File: config.mk
export PLATFORM = sky130hd
export DESIGN_NAME = tank_health_bank_flat
export DESIGN_NICKNAME = d
export VERILOG_FILES = /design/src/rtl/tank_health_bank_if.sv /design/src/rtl/tank_health_bank.sv /design/src/flat_wrapper.sv
export SDC_FILE = /design/constraint.sdc
export NUM_CORES = 1
export LEC_CHECK = 0
export BUFFER_PORTS_ARGS = -buffer_cell sky130_fd_sc_hd__buf_2
export CORE_MARGIN = 1
export CORE_UTILIZATION = 35
export CTS_CLUSTER_SIZE = 28
export DETAILED_ROUTE_END_ITERATION = 8
export PLACE_DENSITY = 0.63
export SLEW_MARGIN = 20
export SYNTH_ARGS = -nofsm -noshare
export SYNTH_HDL_FRONTEND = slang
export SYNTH_SLANG_ARGS = --single-unit
File: constraint.sdc
create_clock -name clock -period 5.73 [get_ports clock]
set_input_delay 1.146 -clock clock [delete_from_list [all_inputs] [get_ports clock]]
set_output_delay 1.146 -clock clock [all_outputs]
set_load 0.1 [all_outputs]
File: src/rtl/tank_health_bank_if.sv
// Bus bundle for tank_health_bank: per-tank event inputs from game logic and
// health/status outputs toward the HUD.
interface tank_health_bank_if #(
  parameter int unsigned N_TANKS  = 2,
  parameter int unsigned HEALTH_W = 6
);
  localparam int unsigned CountW = $clog2(N_TANKS + 1);

  logic [N_TANKS-1:0]          collision;
  logic [N_TANKS-1:0]          shield_on;
  logic [N_TANKS-1:0]          heal;
  logic [N_TANKS-1:0]          respawn;
  logic [N_TANKS*HEALTH_W-1:0] health;
  logic [N_TANKS-1:0]          tank_dead;
  logic [N_TANKS-1:0]          invuln;
  logic [N_TANKS-1:0]          hit_pulse;
  logic [CountW-1:0]           alive_count;

  modport master (
    output collision, shield_on, heal, respawn,
    input  health, tank_dead, invuln, hit_pulse, alive_count
  );

  modport slave (
    input  collision, shield_on, heal, respawn,
    output health, tank_dead, invuln, hit_pulse, alive_count
  );
endinterface

File: src/rtl/tank_health_bank.sv
// Per-tank health tracker: edge-detected hits, shield masking, saturating damage/heal,
// post-hit invulnerability window and a dead state left only by respawn.
module tank_health_bank #(
  parameter int unsigned N_TANKS       = 2,
  parameter int unsigned HEALTH_W      = 6,
  parameter int unsigned MAX_HEALTH    = 50,
  parameter int unsigned DAMAGE        = 10,
  parameter int unsigned HEAL_AMT      = 5,
  parameter int unsigned INVULN_CYCLES = 4
) (
  input logic               clock,
  input logic               reset,
  tank_health_bank_if.slave bus
);
  localparam int unsigned CntW   = $clog2(INVULN_CYCLES + 2);
  localparam int unsigned CountW = $clog2(N_TANKS + 1);

  localparam logic [HEALTH_W-1:0] MaxH    = HEALTH_W'(MAX_HEALTH);
  localparam logic [HEALTH_W:0]   MaxExt  = (HEALTH_W + 1)'(MAX_HEALTH);
  localparam logic [HEALTH_W:0]   DmgExt  = (HEALTH_W + 1)'(DAMAGE);
  localparam logic [HEALTH_W:0]   HealExt = (HEALTH_W + 1)'(HEAL_AMT);
  localparam logic [CntW-1:0]     InvLoad = CntW'(INVULN_CYCLES);

  typedef enum logic [1:0] {StAlive, StInvuln, StDead} state_e;

  state_e              state_q  [N_TANKS];
  state_e              state_d  [N_TANKS];
  logic [HEALTH_W-1:0] health_q [N_TANKS];
  logic [HEALTH_W-1:0] health_d [N_TANKS];
  logic [CntW-1:0]     cnt_q    [N_TANKS];
  logic [CntW-1:0]     cnt_d    [N_TANKS];
  logic [N_TANKS-1:0]  hit_q, hit_d;
  logic [N_TANKS-1:0]  col_prev_q;

  // col_prev resets high so a collision held through reset release is not a hit.
  always_ff @(posedge clock or posedge reset) begin
    if (reset) begin
      for (int i = 0; i < N_TANKS; i++) begin
        state_q[i]  <= StAlive;
        health_q[i] <= MaxH;
        cnt_q[i]    <= '0;
      end
      hit_q      <= '0;
      col_prev_q <= '1;
    end else begin
      for (int i = 0; i < N_TANKS; i++) begin
        state_q[i]  <= state_d[i];
        health_q[i] <= health_d[i];
        cnt_q[i]    <= cnt_d[i];
      end
      hit_q      <= hit_d;
      col_prev_q <= bus.collision;
    end
  end

  always_comb begin
    logic              col_edge;
    logic [HEALTH_W:0] dmg_sub;
    logic [HEALTH_W:0] heal_sum;
    logic [HEALTH_W-1:0] dmg_res;
    logic [HEALTH_W-1:0] heal_res;
    col_edge = 1'b0;
    dmg_sub  = '0;
    heal_sum = '0;
    dmg_res  = '0;
    heal_res = '0;
    hit_d    = '0;
    for (int i = 0; i < N_TANKS; i++) begin
      state_d[i]  = state_q[i];
      health_d[i] = health_q[i];
      cnt_d[i]    = cnt_q[i];

      col_edge = bus.collision[i] & ~col_prev_q[i];
      // Borrow out of the extended subtraction means the hit would go below zero.
      dmg_sub  = {1'b0, health_q[i]} - DmgExt;
      dmg_res  = dmg_sub[HEALTH_W] ? '0 : dmg_sub[HEALTH_W-1:0];
      heal_sum = {1'b0, health_q[i]} + HealExt;
      heal_res = (heal_sum > MaxExt) ? MaxH : heal_sum[HEALTH_W-1:0];

      unique case (state_q[i])
        StAlive: begin
          if (bus.respawn[i]) begin
            state_d[i] = StAlive;
          end else if (col_edge && !bus.shield_on[i]) begin
            health_d[i] = dmg_res;
            hit_d[i]    = 1'b1;
            if (dmg_res == '0) begin
              state_d[i] = StDead;
            end else if (INVULN_CYCLES > 0) begin
              state_d[i] = StInvuln;
              cnt_d[i]   = InvLoad;
            end
          end else if (bus.heal[i]) begin
            health_d[i] = heal_res;
          end
        end
        StInvuln: begin
          if (bus.heal[i]) health_d[i] = heal_res;
          cnt_d[i] = cnt_q[i] - 1'b1;
          if (cnt_q[i] <= CntW'(1)) state_d[i] = StAlive;
        end
        StDead: begin
          health_d[i] = '0;
          if (bus.respawn[i]) begin
            health_d[i] = MaxH;
            if (INVULN_CYCLES > 0) begin
              state_d[i] = StInvuln;
              cnt_d[i]   = InvLoad;
            end else begin
              state_d[i] = StAlive;
            end
          end
        end
        default: state_d[i] = StAlive;
      endcase
    end
  end

  always_comb begin
    bus.health      = '0;
    bus.tank_dead   = '0;
    bus.invuln      = '0;
    bus.hit_pulse   = hit_q;
    bus.alive_count = '0;
    for (int i = 0; i < N_TANKS; i++) begin
      bus.health[i*HEALTH_W +: HEALTH_W] = health_q[i];
      bus.tank_dead[i] = (state_q[i] == StDead);
      bus.invuln[i]    = (state_q[i] == StInvuln);
      bus.alive_count  = bus.alive_count + CountW'(state_q[i] != StDead);
    end
  end
endmodule
File: src/flat_wrapper.sv
// flat-port wrapper written by rule: the top's interface ports become plain ports
module tank_health_bank_flat 
#(
  parameter int unsigned N_TANKS       = 2,
  parameter int unsigned HEALTH_W      = 6,
  parameter int unsigned MAX_HEALTH    = 50,
  parameter int unsigned DAMAGE        = 10,
  parameter int unsigned HEAL_AMT      = 5,
  parameter int unsigned INVULN_CYCLES = 4
)
  (clock, reset, bus_collision, bus_shield_on, bus_heal, bus_respawn, bus_health, bus_tank_dead, bus_invuln, bus_hit_pulse, bus_alive_count);
  tank_health_bank_if #(.N_TANKS(N_TANKS), .HEALTH_W(HEALTH_W)) bus_i ();
  input logic clock;
  input logic reset;
  input wire logic [$bits(bus_i.collision)-1:0] bus_collision;
  input wire logic [$bits(bus_i.shield_on)-1:0] bus_shield_on;
  input wire logic [$bits(bus_i.heal)-1:0] bus_heal;
  input wire logic [$bits(bus_i.respawn)-1:0] bus_respawn;
  output wire logic [$bits(bus_i.health)-1:0] bus_health;
  output wire logic [$bits(bus_i.tank_dead)-1:0] bus_tank_dead;
  output wire logic [$bits(bus_i.invuln)-1:0] bus_invuln;
  output wire logic [$bits(bus_i.hit_pulse)-1:0] bus_hit_pulse;
  output wire logic [$bits(bus_i.alive_count)-1:0] bus_alive_count;
  assign bus_i.collision = bus_collision;
  assign bus_i.shield_on = bus_shield_on;
  assign bus_i.heal = bus_heal;
  assign bus_i.respawn = bus_respawn;
  assign bus_health = bus_i.health;
  assign bus_tank_dead = bus_i.tank_dead;
  assign bus_invuln = bus_i.invuln;
  assign bus_hit_pulse = bus_i.hit_pulse;
  assign bus_alive_count = bus_i.alive_count;
  tank_health_bank #(.N_TANKS(N_TANKS), .HEALTH_W(HEALTH_W), .MAX_HEALTH(MAX_HEALTH), .DAMAGE(DAMAGE), .HEAL_AMT(HEAL_AMT), .INVULN_CYCLES(INVULN_CYCLES)) u_core (.clock(clock), .reset(reset), .bus(bus_i));
endmodule
After elaboration in Yosys (flattened, before gate mapping)
Cells that the tools add are included.
{ "totals": {"register_bits": 26, "in_bits": 10} }
{ "classes": {"n_addsub": 7, "magnitude_cmp": 4, "eq_ne": 18, "n_mux": 42, "n_bitwise": 4, "n_reduce_logical": 16} }
{ "ops": {"columns": ["operator", "count"], "rows": [
  ["$mux W6", 12],
  ["$pmux W6 S3", 2],
  ["$mux W3", 8],
  ["$mux W2", 10],
  ["$pmux W3 S3", 2],
  ["$ne A2 B2 Y1 const B", 8],
  ["$add A6 B3 Y7 const B", 2],
  ["$gt A7 B6 Y1 const B", 2],
  ["$sub A6 B4 Y7 const B", 2],
  ["$logic_not A6 Y1", 2],
  ["$pmux W2 S3", 2],
  ["$reduce_and A5 Y1", 2],
  ["$ne A2 B1 Y1 const B", 4],
  ["$le A3 B1 Y1 const B", 2],
  ["$mux W1", 6],
  ["$ne A3 B2 Y1 const B", 2],
  ["$reduce_and A3 Y1", 2],
  ["$reduce_bool A3 Y1", 2],
  ["$sub A3 B1 Y3 const B", 2],
  ["$eq A2 B1 Y1 const B", 2],
  ["$eq A2 B2 Y1 const B", 2],
  ["$logic_not A2 Y1", 2],
  ["$reduce_and A2 Y1", 2],
  ["$add A1 B1 Y2", 1],
  ["other kinds (4)", 8]
]} }

Depth between registers and ports, before layout
{ "logic_depth": {"depth_word": 7, "ltp_mapped": 8, "mapped_depth_nobuf": 7} }

Least setup slack after synthesis
No wires, ideal clock.
{ "synth_path": {"path_kind": "reg-to-output", "startpoint": "register u_core.state_q[0] in the netlist's numbering", "endpoint": "output port bus_alive_count[0]", "arrival_ns": 2.416, "required_time_ns": 4.584, "path_slack_ns": 2.168, "stages_incl_launch_ff": 5, "n_path_buf": 0, "cell_sequence": "dfrtp_1 inv_1 ha_1 inv_1 ha_1"} }
{ "synth_between": {"elab_chain_cells": 2} }
{ "synth_lines": {"columns": ["element", "line_no", "text"], "rows": [
  ["start: declaration", "tank_health_bank.sv:26", "state_e state_q [N_TANKS];"],
  ["start signal: indexed assignment", "tank_health_bank.sv:39", "state_q[i] <= StAlive;"],
  ["start signal: indexed assignment", "tank_health_bank.sv:47", "state_q[i] <= state_d[i];"],
  ["$ne A2 B2 Y1", "tank_health_bank.sv:129", "bus.alive_count = bus.alive_count + CountW'(state_q[i] != StDead);"],
  ["$add A1 B1 Y2", "tank_health_bank.sv:129", null],
  ["end: declaration", "flat_wrapper.sv:23", "output wire logic [$bits(bus_i.alive_count)-1:0] bus_alive_count;"]
]} }
Every way passes these cells.

Worst setup path in the final report
Same ends and word-level chain as after synthesis.

==> Flow_metrics.wiki <==
{| class="wikitable"
! Metric !! Value
|-
| Post-layout nets || 334
|-
| Share of Yosys cell area claimed by the top area cell type || 18.78%
|-
| Register-to-register path setup slack || 3.36 ns
|-
| Overall routed net length || 5.642 mm
|-
| Final Slew Violations || 0
|-
| Number of enable flip-flop cells after synthesis || 0
|-
| Run status || finished with violations
|-
| Arrival time at the worst endpoint || 1.90 ns
|-
| R2R cell count || 7
|-
| Clk network pwr share || 10.0%
|-
| Max Cap Viol || 0
|-
| Post-detailed-route count of antenna-violating nets || 0
|-
| Number of global-route vias before repair || 2032
|-
| Wire length per cell after detailed routing || 14.85 um
|-
| Worst setup SP type || register
|-
| Peak clock frequency supported by timing || 328.7 MHz
|-
| Classification of the worst-slack hold path || register to register
|-
| Req. time, crit path || 4.58 ns
|-
| Worst Max-Slew Pin Slew || 0.5770 ns
|-
| Setup Fix Bufs, Post-CTS || 0
|-
| Synthesized net count || 311
|-
| Fraction of the cycle the final worst path needs || 53.10%
|-
| Switching share of power || 57.22%
|-
| Capture instance of the worst register-to-register path || u_core.bus.health[3]
|-
| Antenna violations before repair || 0
|-
| Sequential fraction of design power || 25.8%
|-
| Final worst setup slack || 2.687 ns
|-
| Drt initial violations || 146
|-
| Final non-filler cell area || 2645 um^2
|-
| Unique cell type count in the Yosys netlist || 66
|-
| Floorplan die width || 84.78 um
|-
| Full die area || 7188 um^2
|-
| Root Buffer Master || sky130_fd_sc_hd__clkbuf_8
|-
| Rel. slew slack || 61.48%
|-
| Count of TritonRoute iterations in the first routing pass || 9
|-
| Area growth from synthesis to layout || 10.28%
|-
| Number of hold-slack violations in the final timing report || 0
|-
| Post-CTS Hold Buffers || 0
|-
| Violations in the final reports || design-rule violations
|-
| Leakage power figure || 1.161 nW
|-
| Average via count per standard cell || 5.742
|-
| Worst slack after detailed placement || 2.938 ns
|-
| Power density over cell area || 588.8 nW/um^2
|-
| Number of sinks on the clock net || 26
|-
| Pint || 0.6663 mW
|-
| # setup viols final || 0
|-
| Number of buffers inserted by port buffering || 29
|-
| PostCTS Resize Cnt || 0
|-
| Maximum number of buffers from clock root to sink || 2
|-
| Switching component of the power || 0.8912 mW
|-
| Dominant cell type by area after synthesis || sky130_fd_sc_hd__dfrtp_1
|-
| Io pins || 30
|-
| Worst setup path class || register to primary output
|-
| DPL Wire Length || 4.237 mm
|-
| Largest cells by area after synthesis || sky130_fd_sc_hd__dfrtp_1 19%, sky130_fd_sc_hd__ha_1 10%, sky130_fd_sc_hd__dfstp_2 8.8%, sky130_fd_sc_hd__o21ai_0 5.2%, sky130_fd_sc_hd__a21oi_1 5.0%
|-
| Fin crit period || 3.043 ns
|-
| R2r startpoint || u_core.bus.health[2]
|-
| Largest fanout on the critical path || 6
|-
| Asr flop ratio synth || 100.0%
|-
| Clock-pin slew reported for the worst setup and hold paths after clock tree synthesis || 0.10 ns
|-
| Kind of end point of the critical path || primary output
|-
| Number of synthesized register bits || 26
|-
| CTS tree || done
|-
| GR Overflow Total || 0
|-
| Routed via count || 2182
|-
| Initial Util || 36.93%
|-
| Most Used Layer, Global Route || met2
|-
| Seq/Total Area, Yosys || 27.54%
|-
| GR Util met2 || 25.42%
|-
| Floorplan die height || 84.78 um
|-
| RSZ-0062 raised after global routing || false
|-
| Fin Hold WS || 0.5325 ns
|-
| Total power draw || 1.558 mW
|-
| Accumulated negative setup slack || 0 ns
|-
| Standard cell area after detailed placement || 2574 um^2
|-
| Post-route DRC || 2
|-
| Standard-cell row count || 29
|-
| M3 GR Usage || 1.672%
|-
| Maximum number of pins on one net before global-route repair || 27
|-
| Final weighted congestion in routability-driven placement || 0.8410
|-
| Mapped Avg Cell Area || 8.536 um^2
|-
| Worst Hold Endpoint || u_core.cnt_q[3]
|-
| Antenna cells || 0
|-
| Global-route wire length before repair || 9.832 mm
|-
| Hold Startpoint || u_core.cnt_q[3]
|-
| Standard cell core area || 6495 um^2
|-
| Syn. warnings || 0
|-
| Count of mapped cells out of synthesis || 281
|-
| Number of buffers added by the clock tree synthesis step || 3
|-
| Netlist area before placement || 2399 um^2
|-
| Worst ir drop on vdd || 0.1634 mV
|-
| Met1 track demand over resource in global routing || 25.09%
|-
| Main flop type after synthesis || sky130_fd_sc_hd__dfrtp_1
|-
| Total number of H-tree levels || 1
|-
| Combinational fraction of design power || 64.2%
|-
| Largest clock skew in the final design || 0.003118 ns
|-
| Total global routing track utilization || 16.58%
|-
| Cell depth of the worst min-delay path || 3
|-
| Skew-Pair Late Insertion Delay || 0.27 ns
|-
| Ratio of cells with drive above 1 in the final layout || 20.13%
|}
power by group through the flow:
stage	combinational, mW	sequential [mW]	clock, mW
2_1_floorplan	0.642	0.591	0
3_3_place_gp	0.988	0.405	0
3_5_place_dp	0.995	0.404	0
4_1_cts	0.999	0.401	0.160
5_1_grt	1.10	0.420	0.165
6_report	0.999	0.402	0.156
layout make-up:
type,count,area (um^2)
multi-input combinational,222,1589
sequential,26,660.6
clock buffer,3,41.29
tap,77,96.34
timing repair buffer,29,145.1
inverter,22,82.58
clock inverter,1,30.03
fill,634,3850
cells in the mapped netlist, drive strengths merged, types with 3 or more instances:
master / number
nor2: 22
o31ai: 9
nand2: 15
nand3: 7
dfrtp: 18
nand3b: 8
a21o: 5
o2111ai: 3
a211o: 3
a22oi: 3
ha: 20
a21oi: 26
o21ai: 27
inv: 22
and2: 5
nor3b: 3
dfstp: 8
nand2b: 6
buf: 10
mux2i: 6
registers in the layout, summed over array words and instances (netlist names):
name                  cells
u_core.col_prev_q         2
u_core.cnt_q              6
u_core.state_q            4
u_core.bus.health        12
u_core.bus.hit_pulse      2
metrics by stage:
step / util (%) / cells
finish: 40.72 / 380
CTS: 40.72 / 380
detailed placement: 39.63 / 376
global route: 40.72 / 380
global placement: 39.63 / 376
floorplan: - / 281
cell families after synthesis:
| group | synth area share [%] |
|---|---|
| buffers and inverters | 6.207 |
| AO/OA/AOI/OAI | 31.93 |
| flip-flops | 27.54 |
| AND/OR/NAND/NOR | 19.46 |
| multiplexers | 2.973 |
| adder cells (fa/ha/maj) | 10.43 |
| XOR/XNOR | 1.461 |
routing by layer:
metal  routed length (um)  up-vias
li1                     -     1088
met1                 2961     1040
met2                 2441       49
met3                  198        5
met4                   42        0
met5                    0        -
cell usage in the layout, fill, tap and decap left out, types with 2 or more instances in the layout:
cell	instances
sky130_fd_sc_hd__o311ai_0	2
sky130_fd_sc_hd__nor3_1	2
sky130_fd_sc_hd__o21ai_0	25
sky130_fd_sc_hd__nand3_1	7
sky130_fd_sc_hd__xnor2_1	2
sky130_fd_sc_hd__o31ai_1	8
sky130_fd_sc_hd__dfrtp_1	18
sky130_fd_sc_hd__nor2_1	22
sky130_fd_sc_hd__nand2b_1	6
sky130_fd_sc_hd__o21a_1	2
sky130_fd_sc_hd__a211o_1	3
sky130_fd_sc_hd__and2_1	5
sky130_fd_sc_hd__nor2b_1	2
sky130_fd_sc_hd__and3b_1	2
sky130_fd_sc_hd__o2111ai_1	3
sky130_fd_sc_hd__ha_1	20
sky130_fd_sc_hd__dfstp_2	8
sky130_fd_sc_hd__nor3b_1	3
sky130_fd_sc_hd__nand2_1	15
sky130_fd_sc_hd__or3b_2	2
sky130_fd_sc_hd__buf_2	29
sky130_fd_sc_hd__a21boi_0	2
sky130_fd_sc_hd__clkbuf_8	3
sky130_fd_sc_hd__a21o_1	5
sky130_fd_sc_hd__mux2i_1	6
sky130_fd_sc_hd__a21oi_1	24
sky130_fd_sc_hd__xor2_1	2
sky130_fd_sc_hd__a21oi_2	2
sky130_fd_sc_hd__a2bb2oi_1	2
sky130_fd_sc_hd__o311a_1	2
sky130_fd_sc_hd__a31o_2	2
sky130_fd_sc_hd__nand3b_1	8
sky130_fd_sc_hd__inv_1	21
sky130_fd_sc_hd__a22oi_1	3
sky130_fd_sc_hd__nand4b_1	2
sky130_fd_sc_hd__a32oi_1	2
critical path: stages (launching register included):
cell,delay (ns)
sky130_fd_sc_hd__dfrtp_1,0.43
sky130_fd_sc_hd__inv_1,0.12
sky130_fd_sc_hd__ha_1,0.26
sky130_fd_sc_hd__inv_1,0.12
sky130_fd_sc_hd__ha_1,0.28
sky130_fd_sc_hd__buf_2,0.41
worst max-delay path by stage:
stage / from / end / slack (ns) / cells after the start
6_report: u_core.state_q[0] / bus_alive_count[0] / 2.69 / 5
5_1_grt: u_core.state_q[0] / bus_alive_count[0] / 2.61 / 5
4_1_cts: u_core.state_q[0] / bus_alive_count[0] / 2.70 / 5
3_5_place_dp: bus_shield_on[0] / u_core.bus.health[2] / 2.94 / 6
3_3_place_gp: bus_shield_on[0] / u_core.bus.health[3] / 3.00 / 6
2_1_floorplan: u_core.state_q[0] / bus_alive_count[0] / 2.17 / 4
(Power assumes the default switching activity.)
